[src/rtl/pcs_efifo12_pkg.sv]
// Shared definitions for the 12-entry PCS elastic FIFO: depth, 12-code Gray
// sequence and index/Gray conversion helpers used by both pointer domains.
package pcs_efifo12_pkg;

  localparam int EFIFO_DEPTH = 12;
  localparam logic [3:0] EFIFO_LAST = 4'd11;

  localparam logic [3:0] GRAY12 [EFIFO_DEPTH] = '{
    4'b0000, 4'b0001, 4'b0011, 4'b0010, 4'b0110, 4'b0111,
    4'b0101, 4'b0100, 4'b1100, 4'b1101, 4'b1001, 4'b1000
  };

  typedef struct packed {
    logic       valid;
    logic [3:0] idx;
  } gray_dec_t;

  // The four codes outside the sequence decode with valid = 0.
  function automatic gray_dec_t gray12_to_idx(input logic [3:0] g);
    gray_dec_t r;
    r = '0;
    for (int i = 0; i < EFIFO_DEPTH; i++) begin
      if (g == GRAY12[i]) begin
        r.valid = 1'b1;
        r.idx   = 4'(i);
      end
    end
    return r;
  endfunction

  function automatic logic [3:0] idx_to_gray12(input logic [3:0] idx);
    logic [3:0] g;
    g = 4'b0000;
    if (idx <= EFIFO_LAST) g = GRAY12[idx];
    return g;
  endfunction

endpackage

[src/rtl/pcs_sync_vec.sv]
// Generic multi-flop synchronizer for a Gray-coded pointer vector.
// Output is the last stage; all stages clear on synchronous reset.
module pcs_sync_vec #(
  parameter int STAGES = 2,
  parameter int WIDTH  = 4
) (
  input  logic             clk,
  input  logic             reset_n,
  input  logic [WIDTH-1:0] d,
  output logic [WIDTH-1:0] q
);

  logic [WIDTH-1:0] sync_q [STAGES];

  always_ff @(posedge clk) begin
    if (!reset_n) begin
      for (int i = 0; i < STAGES; i++) sync_q[i] <= '0;
    end else begin
      sync_q[0] <= d;
      for (int i = 1; i < STAGES; i++) sync_q[i] <= sync_q[i-1];
    end
  end

  assign q = sync_q[STAGES-1];

endmodule

[src/rtl/pcs_efifo12_rd_ctrl.sv]
// Read-side controller of the 12-entry dual-clock elastic FIFO: synchronizes the
// write pointer, drains the RAM into a registered valid/ready stage, returns rd_ptr_gray.
module pcs_efifo12_rd_ctrl
  import pcs_efifo12_pkg::*;
#(
  parameter int DATA_W      = 66,
  parameter int SYNC_STAGES = 2
) (
  input  logic              clk,
  input  logic              reset_n,
  input  logic [3:0]        wr_ptr_gray,
  input  logic [DATA_W-1:0] rd_data,
  output logic [3:0]        rd_addr,
  output logic [3:0]        rd_ptr_gray,
  output logic [DATA_W-1:0] dout,
  output logic              dout_valid,
  input  logic              dout_ready,
  output logic [3:0]        level,
  output logic              empty,
  output logic              err_illegal
);

  logic [3:0] wr_sync;
  logic [3:0] wr_idx_q;
  logic [3:0] wr_idx;
  logic [3:0] rd_idx;
  logic [3:0] rd_idx_nxt;
  logic [4:0] level_w;
  logic       pop;
  gray_dec_t  wr_dec;

  pcs_sync_vec #(
    .STAGES (SYNC_STAGES),
    .WIDTH  (4)
  ) u_wr_sync (
    .clk     (clk),
    .reset_n (reset_n),
    .d       (wr_ptr_gray),
    .q       (wr_sync)
  );

  // An illegal code keeps the last good write index so occupancy never jumps.
  assign wr_dec = gray12_to_idx(wr_sync);
  assign wr_idx = wr_dec.valid ? wr_dec.idx : wr_idx_q;

  always_comb begin
    level_w = 5'd0;
    if (wr_idx >= rd_idx) level_w = {1'b0, wr_idx} - {1'b0, rd_idx};
    else                  level_w = {1'b0, wr_idx} + 5'd12 - {1'b0, rd_idx};
  end

  assign level      = level_w[3:0];
  assign empty      = (level_w == 5'd0);
  assign pop        = !empty && (!dout_valid || dout_ready);
  assign rd_idx_nxt = (rd_idx == EFIFO_LAST) ? 4'd0 : rd_idx + 4'd1;
  assign rd_addr    = rd_idx;

  always_ff @(posedge clk) begin
    if (!reset_n) begin
      wr_idx_q    <= 4'd0;
      rd_idx      <= 4'd0;
      rd_ptr_gray <= 4'b0000;
      dout        <= '0;
      dout_valid  <= 1'b0;
      err_illegal <= 1'b0;
    end else begin
      wr_idx_q <= wr_idx;
      if (!wr_dec.valid) err_illegal <= 1'b1;
      if (pop) begin
        dout        <= rd_data;
        dout_valid  <= 1'b1;
        rd_idx      <= rd_idx_nxt;
        rd_ptr_gray <= idx_to_gray12(rd_idx_nxt);
      end else if (dout_ready) begin
        dout_valid  <= 1'b0;
      end
    end
  end

endmodule

[config.mk]
export PLATFORM = sky130hd
export DESIGN_NAME = pcs_efifo12_rd_ctrl
export DESIGN_NICKNAME = d
export VERILOG_FILES = /design/src/rtl/pcs_efifo12_pkg.sv /design/src/rtl/pcs_sync_vec.sv /design/src/rtl/pcs_efifo12_rd_ctrl.sv
export SDC_FILE = /design/constraint.sdc
export NUM_CORES = 1
export LEC_CHECK = 0
export BUFFER_PORTS_ARGS = -buffer_cell sky130_fd_sc_hd__buf_2
export CORE_UTILIZATION = 49
export DETAILED_ROUTE_END_ITERATION = 8
export GPL_ROUTABILITY_DRIVEN = 0
export HOLD_SLACK_MARGIN = 0.06
export PLACE_DENSITY = 0.88
export SYNTH_ARGS = -nofsm -noshare
export SYNTH_HDL_FRONTEND = slang
export SYNTH_SLANG_ARGS = --single-unit
export TNS_END_PERCENT = 10
[constraint.sdc]
create_clock -name clk -period 3.5 [get_ports clk]
set_clock_uncertainty 0.2 [all_clocks]
set_input_delay 0.35 -clock clk [delete_from_list [all_inputs] [get_ports clk]]
set_output_delay 0.35 -clock clk [all_outputs]
set_load 0.1 [all_outputs]
==> metrics.csv <==
stage;metric;value;unit
clock_tree;CTS tree;built;
detailed_routing;DRT antenna net count;0;
setup_path;crit-path cells;xor2_2, xnor2_1, o21ai_1, ha_2, inv_2, fa_2, or3_1, o21ai_4, buf_12;
setup_path;Reg2Reg Depth;14;
placement;placed instance area;4903;sq um
clock_tree;Worst-Skew Late Latency;350;ps
setup_path;FF-to-FF End;dout[29];
min_path;min-delay src;rd_data[51];
sta;period utilisation layout;0.9712;
setup_path;Critical Path Start;u_wr_sync.sync_q[0][6];
layout;most frequent cells in the layout;150 x buf_2, 146 x nand2_1, 81 x dfxtp_1;
outcome;status;finished clean;
yosys;sequential area share after synthesis;0.4369;
die;Die ar.;8597;sq um
die;initial core utilization;0.5139;
yosys;Distinct cells, synth;47;
sta;Rel. slew slack;0.6055;
setup_path;crit path max-delay cell type;fa_2;
die;I/O pin count;154;
layout;post-route cell area;5924;sq um
die;die height;92.72;microns
setup_path;Critical Path End Type;output port;
global_route;largest net degree at the start of global routing;67;
global_route;Overflow after GRT;0;
global_route;Tot GR Track Use;0.2604;
setup_path;CP Class;register to output port;
layout;commonest non-fill, non-tap cell in the layout;buf_2;
setup_path;Reg2Reg Launch Point;u_wr_sync.sync_q[0][5];
detailed_routing;Vias;3872;
global_route;first-pass GRT wire length;17370;microns
global_route;initial antenna violation count;0;
yosys;Synth async-reset ratio;0;
pwr;Cell Pwr Density;953.4;nW/um^2
placement;post-DP HPWL;6681;microns
layout;# diodes;0;
setup_path;instance count on the critical path;9;
yosys;syn_area_per_cell;9.165;sq um
setup_path;Crit path max-delay family;adder cells;
pwr;Leak;2.803;nW
clock_tree;clk sink count;88;
clock_tree;CTS max path bufs;2;
sta;Fmax;294.2;MHz
sta;final worst path period need;3399;ps
setup_path;crit-path max FO;4;
detailed_routing;Met2 Wirelength;6065;microns
clock_tree;CTS H-tree depth;3;
clock_tree;total CTS buffers;9;
yosys;warnings from Yosys;0;
flow_run;maxcap violations;0;
sta;Final setup viols;0;
detailed_routing;DRC viols;0;
layout;Layout Utilization;0.7549;
detailed_routing;Routed WL;11310;microns
layout;layout overhead on the synthesized area;46.91;%
yosys;post-synthesis cell area;4033;sq um
setup_path;CP startpoint kind;register;
yosys;top_reg_cell synth;dfxtp_1;
layout;nets;750;
yosys;register bit count reported by yosys;88;
setup_path;Worst path max stage delay;500;ps
sta;Least-Margin Pin Slew;591.8;ps
die;Core ar.;7848;sq um
setup_path;CP required;2950;ps
detailed_routing;met3 wire length;589;microns
layout;layout cell share with drive strength beyond 1;0.3288;
global_route;vias in the first global route;3853;
clock_tree;clock slew at reported path FFs;80;ps
yosys;Post-Syn Instances;440;
sta;setup total negative slack;0;ps
min_path;Tightest Hold Check Type;input port to register;
detailed_routing;M1 wire length;4149;microns
setup_path;WP data arrival;2850;ps
pwr;VDD IR max;0.6685;mV
detailed_routing;Via density;5.022;
die;DIE WIDTH;92.72;microns
setup_path;CP bufs+invs;2;
detailed_routing;DR top layer;met4;
yosys;EDFF count, synth;0;
detailed_routing;average wire per standard cell;14.67;microns
min_path;hold-critical path depth;3;
yosys;Post-Syn Nets;526;
detailed_routing;initial DRC count;105;
min_path;hold endpoint;dout[51];
detailed_routing;DR pass1 iterations;5;
placement;number of I/O port buffers;153;
die;FP Rows;32;
setup_path;Worst R2R Setup Slack;190;ps
clock_tree;CTS root buffer;clkbuf_8;
sta;Hold Violations, Final;0;
sta;fin. max-slew vios;0;
## per-stage QoR
step	cells	power [mW]	setup WS [ps]	hold slack (ps)
final	771	5.648	100.7	70.69
after global routing	771	5.860	-44.51	67.68
after CTS	767	5.542	13.04	60.34
after detailed placement	679	4.778	8.699	220.9
after global placement	679	4.706	111.2	214.3
after floorplan	440	4.324	-18.16	211.9
## worst min-delay path: cells and delay by family
kind	cells	cell delay, ps
multiplexers	1	70
AND/OR/NAND/NOR	1	60
buffers and inverters	1	100
## power breakdown
group	switching [mW]	leakage, nW	internal [mW]
clock network	0.375	0.0898	0.264
registers	0.135	0.732	1.22
logic	2.68	1.98	0.974
total	3.19	2.80	2.46
## Yosys cell counts, types with 2 or more instances
cell | n | area share
nor2_1 | 8 | 0.0074
dfxtp_1 | 88 | 0.44
inv_1 | 14 | 0.013
a21oi_1 | 7 | 0.0087
buf_12 | 6 | 0.030
clkbuf_1 | 18 | 0.017
xor2_1 | 3 | 0.0065
o21ai_0 | 4 | 0.0050
o21ai_1 | 2 | 0.0025
mux2i_1 | 75 | 0.19
a21boi_0 | 2 | 0.0037
nand2_1 | 146 | 0.14
o211ai_1 | 2 | 0.0037
xnor2_1 | 2 | 0.0043
and2_1 | 9 | 0.014
fa_1 | 3 | 0.015
nand2b_1 | 6 | 0.0093
and3b_1 | 2 | 0.0043
ha_1 | 10 | 0.031
nand3_1 | 2 | 0.0025
nor2b_1 | 5 | 0.0078
## flip-flops by register name (all words and copies together), names as in the netlist
register / count
dout: 66
dout_valid: 1
err_illegal: 1
rd_addr: 4
rd_ptr_gray: 4
u_wr_sync.sync_q: 8
wr_idx_q: 4
## routing by layer
metal	vias to the layer above	global-route usage
met5	-	0
li1	1884	-
met4	0	0.1603
met1	1789	0.2567
met2	152	0.4938
met3	47	0.05337
## timing repair
action                     CTS  global route
gates resized for setup     12            13
setup endpoints to repair    5            72
pin swaps                    5            11
setup buffers                4             5
hold buffers                68             0
hold endpoints to repair    68             0
## cell type report
cell class,instances,area [sq um]
sequential,88,1775
timing repair buffer,240,1672
tap,102,127.6
clock inverter,7,56.30
clock buffer,9,123.9
fill,511,1923
multi-input combinational,310,2113
inverter,15,56.30
## logic make-up (layout without fill, tap and decap cells)
group                      after synthesis  count (layout)  synth area share
adders and majority gates               13              13           0.04592
and+or+nand+nor                        185             185            0.1930
buffers and inverters                   42             271           0.06733
muxes                                   76              76            0.1890
xor gates and xnor gates                 5               5           0.01086
AOI/OAI and AO/OA                       31              31           0.05709
DFF                                     88              88            0.4369
## worst max path at each step
| stage | to |
|---|---|
| 6_report | empty |
| 5_1_grt | empty |
| 4_1_cts | empty |
| 3_5_place_dp | dout[1] |
| 3_3_place_gp | dout[37] |
| 2_1_floorplan | empty |
(Power assumes the default switching activity.)
